==> config.mk <==
export PLATFORM = sky130hd
export DESIGN_NAME = rx_frame_packer_flat
export DESIGN_NICKNAME = d
export VERILOG_FILES = /design/src/rtl/rx_frame_packer_if.sv /design/src/rtl/rx_frame_packer.sv /design/src/flat_wrapper.sv
export SDC_FILE = /design/constraint.sdc
export NUM_CORES = 1
export LEC_CHECK = 0
export ABC_AREA = 1
export CAP_MARGIN = 0
export CORE_UTILIZATION = 47
export CTS_CLUSTER_SIZE = 24
export DETAILED_ROUTE_END_ITERATION = 10
export PLACE_DENSITY = 0.78
export SLEW_MARGIN = 20
export SYNTH_ARGS = -nofsm -noshare
export SYNTH_HDL_FRONTEND = slang
export SYNTH_SLANG_ARGS = --single-unit
==> constraint.sdc <==
create_clock -name adc_clk -period 13 [get_ports adc_clk]
set_clock_uncertainty 0.2 [all_clocks]
set_input_delay 3.25 -clock adc_clk [delete_from_list [all_inputs] [get_ports adc_clk]]
set_output_delay 3.25 -clock adc_clk [all_outputs]
set_load 0.1 [all_outputs]
==> src/rtl/rx_frame_packer_if.sv <==
// Sample-memory write port of the RX frame packer.
// The packer drives it through the master modport; the memory listens on the slave modport.
interface rx_frame_packer_if #(
  parameter int AW = 11
);
  logic          mem_we;
  logic [AW-1:0] mem_addr;
  logic [15:0]   mem_wd;

  modport master (output mem_we, output mem_addr, output mem_wd);
  modport slave  (input  mem_we, input  mem_addr, input  mem_wd);
endinterface

==> src/rtl/rx_frame_packer.sv <==
// RX frame packer.
// Each rx_avail strobe carries one sample set: NCHANS channels of 24-bit I/Q.
// Every sample set becomes 3*NCHANS 16-bit words in the half of a double buffer
// that is currently being filled. After nsamps sample sets, a four-word tail is
// appended: a 48-bit timestamp followed by the frame counter. The block then
// flips buffers and pulses frame_done.
module rx_frame_packer #(
  parameter int NCHANS = 4,
  parameter int AW     = 11
) (
  input  logic                  adc_clk,
  input  logic                  reset,
  input  logic                  rx_avail,
  input  logic [NCHANS*48-1:0]  iq_din,
  input  logic [7:0]            nsamps,
  input  logic [47:0]           ticks,
  input  logic                  ovr_clr,
  rx_frame_packer_if.master     mem,
  output logic                  frame_done,
  output logic                  buf_sel,
  output logic [15:0]           frame_ctr,
  output logic                  ovr
);

  localparam int CW = (NCHANS > 1) ? $clog2(NCHANS) : 1;

  typedef enum logic [1:0] {IDLE, PACK, TAIL} state_t;

  state_t               r_state;
  logic [NCHANS*48-1:0] r_shadow;
  logic [47:0]          r_ticks;
  logic [7:0]           r_nsamps;
  logic [7:0]           r_sidx;
  // One bit wider than the buffer half so that a full buffer is visible as the MSB.
  logic [AW-1:0]        r_off;
  logic [CW-1:0]        r_ch;
  logic [1:0]           r_part;
  logic [2:0]           r_tcnt;

  logic                 w_emit;
  logic [15:0]          w_word;
  logic [47:0]          w_chan;
  logic                 w_full;
  logic                 w_drop;
  logic                 w_last_word;

  // Select the shadowed {I,Q} pair of the channel currently being packed.
  always_comb begin
    w_chan = r_shadow[47:0];
    for (int k = 0; k < NCHANS; k++) begin
      if (r_ch == CW'(k)) w_chan = r_shadow[48*k +: 48];
    end
  end

  // Decide whether this cycle produces a word and which word it is.
  // The first word of a sample set comes straight from iq_din, so that it
  // appears one cycle after the strobe.
  always_comb begin
    w_emit = 1'b0;
    w_word = 16'd0;
    case (r_state)
      IDLE: begin
        if (rx_avail) begin
          w_emit = 1'b1;
          w_word = iq_din[47:32];
        end
      end
      PACK: begin
        w_emit = 1'b1;
        case (r_part)
          2'd0:    w_word = w_chan[47:32];
          2'd1:    w_word = w_chan[31:16];
          default: w_word = w_chan[15:0];
        endcase
      end
      TAIL: begin
        if (r_tcnt != 3'd4) begin
          w_emit = 1'b1;
          case (r_tcnt)
            3'd0:    w_word = r_ticks[47:32];
            3'd1:    w_word = r_ticks[31:16];
            3'd2:    w_word = r_ticks[15:0];
            default: w_word = frame_ctr;
          endcase
        end
      end
      default: begin
        w_emit = 1'b0;
        w_word = 16'd0;
      end
    endcase
    w_full      = r_off[AW-1];
    w_drop      = rx_avail && (r_state != IDLE);
    w_last_word = (r_ch == CW'(NCHANS - 1)) && (r_part == 2'd2);
  end

  // Sequencer: write port, sample/word counters, tail, and frame completion.
  always_ff @(posedge adc_clk or posedge reset) begin
    if (reset) begin
      r_state      <= IDLE;
      r_shadow     <= '0;
      r_ticks      <= '0;
      r_nsamps     <= '0;
      r_sidx       <= '0;
      r_off        <= '0;
      r_ch         <= '0;
      r_part       <= '0;
      r_tcnt       <= '0;
      mem.mem_we   <= 1'b0;
      mem.mem_addr <= '0;
      mem.mem_wd   <= '0;
      frame_done   <= 1'b0;
      buf_sel      <= 1'b0;
      frame_ctr    <= '0;
    end else begin
      frame_done <= 1'b0;

      // Words beyond the end of the buffer half are dropped, but sequencing continues.
      if (w_emit && !w_full) begin
        mem.mem_we   <= 1'b1;
        mem.mem_addr <= {buf_sel, r_off[AW-2:0]};
        mem.mem_wd   <= w_word;
        r_off        <= r_off + AW'(1);
      end else begin
        mem.mem_we   <= 1'b0;
      end

      case (r_state)
        IDLE: begin
          if (rx_avail) begin
            r_shadow <= iq_din;
            if (r_sidx == 8'd0) begin
              r_ticks  <= ticks;
              r_nsamps <= nsamps;
            end
            r_ch    <= '0;
            r_part  <= 2'd1;
            r_state <= PACK;
          end
        end
        PACK: begin
          if (w_last_word) begin
            r_ch   <= '0;
            r_part <= 2'd0;
            // nsamps of 0 wraps to 255 here, giving 256 sample sets per frame.
            if (r_sidx == r_nsamps - 8'd1) begin
              r_tcnt  <= 3'd0;
              r_state <= TAIL;
            end else begin
              r_sidx  <= r_sidx + 8'd1;
              r_state <= IDLE;
            end
          end else if (r_part == 2'd2) begin
            r_part <= 2'd0;
            r_ch   <= r_ch + CW'(1);
          end else begin
            r_part <= r_part + 2'd1;
          end
        end
        TAIL: begin
          if (r_tcnt == 3'd4) begin
            frame_done <= 1'b1;
            buf_sel    <= ~buf_sel;
            frame_ctr  <= frame_ctr + 16'd1;
            r_sidx     <= '0;
            r_off      <= '0;
            r_tcnt     <= '0;
            r_state    <= IDLE;
          end else begin
            r_tcnt <= r_tcnt + 3'd1;
          end
        end
        default: r_state <= IDLE;
      endcase
    end
  end

  // Sticky overrun flag; a new overrun in the same cycle as a clear keeps it set.
  always_ff @(posedge adc_clk or posedge reset) begin
    if (reset) begin
      ovr <= 1'b0;
    end else if (w_drop || (w_emit && w_full)) begin
      ovr <= 1'b1;
    end else if (ovr_clr) begin
      ovr <= 1'b0;
    end
  end

endmodule

==> src/flat_wrapper.sv <==
// flat-port wrapper written by rule: the top's interface ports become plain ports
module rx_frame_packer_flat 
#(
  parameter int NCHANS = 4,
  parameter int AW     = 11
)
  (adc_clk, reset, rx_avail, iq_din, nsamps, ticks, ovr_clr, frame_done, buf_sel, frame_ctr, ovr, mem_mem_we, mem_mem_addr, mem_mem_wd);
  rx_frame_packer_if #(.AW(AW)) mem_i ();
  input  logic adc_clk;
  input  logic reset;
  input  logic rx_avail;
  input  logic [NCHANS*48-1:0] iq_din;
  input  logic [7:0] nsamps;
  input  logic [47:0] ticks;
  input  logic ovr_clr;
  output logic frame_done;
  output logic buf_sel;
  output logic [15:0] frame_ctr;
  output logic ovr;
  output wire logic [$bits(mem_i.mem_we)-1:0] mem_mem_we;
  output wire logic [$bits(mem_i.mem_addr)-1:0] mem_mem_addr;
  output wire logic [$bits(mem_i.mem_wd)-1:0] mem_mem_wd;
  assign mem_mem_we = mem_i.mem_we;
  assign mem_mem_addr = mem_i.mem_addr;
  assign mem_mem_wd = mem_i.mem_wd;
  rx_frame_packer #(.NCHANS(NCHANS), .AW(AW)) u_core (.adc_clk(adc_clk), .reset(reset), .rx_avail(rx_avail), .iq_din(iq_din), .nsamps(nsamps), .ticks(ticks), .ovr_clr(ovr_clr), .mem(mem_i), .frame_done(frame_done), .buf_sel(buf_sel), .frame_ctr(frame_ctr), .ovr(ovr));
endmodule
==> results.ini <==
[outcome]
status = finished, final reports clean

[clocking]
post-cts-setup-buffers = 0
cts_tree = built
insertion_delay_ns = 0.53
htree_num_levels = 2
cts_sinks = 323
root_buffer = clkbuf_16
clkSlewWorstSetupHoldPaths_ns = 0.06
clock_path_buffers = 3
ctsHoldBuffers = 0
cts_buffers = 35
ctsResizeCount = 0

[routing]
top_layer = met5
wl_met3_um = 3070
wl_met1_um = 18700
finalWirelength_um = 45200
firstDrtPassIters = 5
wl_per_cell_um = 17.2
route.met2.wl_um = 21700
ant_nets = 0
num_vias = 13800
drc_errors = 0
drtIter0Drc = 1463
vias_per_cell = 5.27

[synth]
synth_cell_types = 47
synth_ff_type = dfrtp_1
postSynth.asyncResetShare = 1.00
syn_area_per_cell_um2 = 8.05
yosys.area.top_type = dfrtp_1
synth_top_area_share = 0.527
syn_area_um2 = 15300
yosys-top-cells-area = dfrtp_1 53%, nand2_1 19%, o21ai_0 4.2%
synth_warnings = 0
synth_seq_cells = 323
synth_edf_count = 0
syn_inst = 1905
yosysSeqAreaShare = 0.527
synth_nets = 2173

[worst_setup_path]
r2r_start = u_core.r_state[0]
r2r_end = u_core.mem.mem_wd[11]
critical_path_class = in2reg
path_buf_inv = 3
max_stage_delay_ns = 0.85
arrival_ns = 6.43
worst-path-max-fanout = 142
timing.critical_path.required_ns = 13.22
reg2reg_depth = 9
critical_path.top_delay_family = buffers and inverters
crit_slowest_cell = inv_6
reg2reg_slack_ns = 9.32
crit_path_start_kind = input port
worstPathCellList = clkdlybuf4s50_1, nand2_4, inv_6, buf_4, nand2_1, nand2_1, a31oi_1, a21boi_0
end_kind = register
crit_top_cell = nand2_1

[worst_hold_path]
min_path_type = reg2reg
min_from = u_core.r_shadow[102]
whs_endpoint = u_core.r_shadow[102]
hold_depth = 2

[floorplan]
ioPinCount = 299
rows = 65
initial_utilization = 0.482
die-area_um2 = 33400
die_w_um = 183
die_h_um = 183
coreArea_um2 = 31800

[placed_design]
postPlaceCellArea_um2 = 18600
hpwl_um = 31900
io_buffers = 298
pre_cts_ws_ns = 6.27
gp_congestion = 0.871

[timing]
fmax_mhz = 161
finalSetupViolations = 0
slew_headroom = 0.264
tightest_slew_ns = 1.10
maxSlewViolCount = 0
min_period_ns = 6.21
tns_ns = 0
rsz0062_at_grt = false
fin_crit_sh = 0.478
setup_slack_ns = 6.79
hold_viol = 0

[global_routing]
grt_overflow_total = 0
grt_pass1_wl_um = 71300
antenna_found_initial = 9
track_usage = 0.274
grt_pass1_vias = 13400
grt_max_degree = 192

[layout]
final_cell_mix = 761 x nand2_1, 323 x dfrtp_1, 298 x clkdlybuf4s50_1
finalCoreUtilization = 0.622
syn_to_final_growth_pct = 29.0
finalInstanceArea_um2 = 19800
mostFrequentLayoutCell = nand2_1
drive_gt1_frac = 0.0523
nets = 2422

[job]
max_cap_violations = 0

[power]
p_total_w = 0.00456
powerDensity_nw_per_um2 = 231
ir_drop_uv = 150
leakage_nw = 9.61

-- per-stage QoR --
| step | hold slack (ns) | std cells |
|---|---|---|
| 2_1_floorplan | 0.244 | 1905 |
| 3_3_place_gp | 0.257 | 2551 |
| 3_5_place_dp | 0.260 | 2551 |
| 4_1_cts | 0.275 | 2612 |
| 5_1_grt | 0.289 | 2621 |
| 6_report | 0.273 | 2622 |
-- where the power goes --
group	internal, W	switching, W
logic	0.000609	0.00127
registers	0.00143	0.000234
clock network	0.000610	0.000407
total	0.00265	0.00191
-- registers in the layout, summed over array words and instances, names as in the netlist, 3 cells and up --
name                 count
u_core.frame_ctr        16
u_core.r_off            11
u_core.r_sidx            8
u_core.r_shadow        192
u_core.r_tcnt            3
u_core.mem.mem_addr     11
u_core.r_nsamps          8
u_core.mem.mem_wd       16
u_core.r_ticks          48
-- worst min-delay path: stages (launching register included) --
cell and delay [ns]:
dfrtp_1 0.33, nand2_1 0.05, nand2_1 0.05
-- synth_stat cells (3+ instances only) --
cell type / instances
or2_2: 6
a21boi_1: 3
o211ai_1: 18
ha_1: 16
clkbuf_1: 50
nand3_1: 82
o21ai_0: 130
inv_2: 5
buf_1: 11
mux2_1: 6
a2bb2oi_1: 11
o22ai_1: 5
nand4_1: 26
nor2_1: 87
inv_1: 136
nand2_2: 4
nand2_1: 762
dfrtp_1: 323
xnor2_1: 5
a21oi_1: 91
mux2_2: 18
a31oi_1: 10
nor3_1: 11
buf_2: 33
nor2_2: 4
xor2_1: 21
-- cell families (layout without fill, tap and decap cells) --
logic type,after synthesis,after routing,synth area share
buffers and inverters,239,512,0.0619
XOR/XNOR,26,26,0.0148
adder cells (fa/ha/maj),16,16,0.0131
flip-flops,323,323,0.527
other,0,9,0
multiplexers,24,24,0.0176
AO/OA/AOI/OAI,279,279,0.100
AND/OR/NAND/NOR,998,998,0.265
-- cell type report --
class / count / area, um2
timing repair buffer: 308 / 3090
clock buffer: 52 / 1030
sequential: 323 / 8080
clock inverter: 9 / 135
inverter: 143 / 549
multi-input combinational: 1343 / 6320
antenna: 9 / 22.5
tap: 435 / 544
fill: 2673 / 12000
-- routing by layer --
metal	track usage	vias up
li1	-	6594
met1	0.371	6598
met2	0.435	523
met3	0.0473	98
met4	0.118	2
met5	0	-
-- worst max-delay path by stage --
stage                            endpoint  slack (ns)     start  cells after the start
finish              u_core.mem.mem_wd[11]        6.79  rx_avail                      8
global route        u_core.mem.mem_wd[11]        6.40  rx_avail                      8
CTS                 u_core.mem.mem_wd[14]        6.78  rx_avail                      8
detailed placement   u_core.mem.mem_wd[8]        6.27  rx_avail                      8
global placement    u_core.mem.mem_wd[14]        6.38  rx_avail                      8
floorplan                  u_core.buf_sel        0.61     reset                      1
Note: power is estimated with default switching activity, not from simulation.
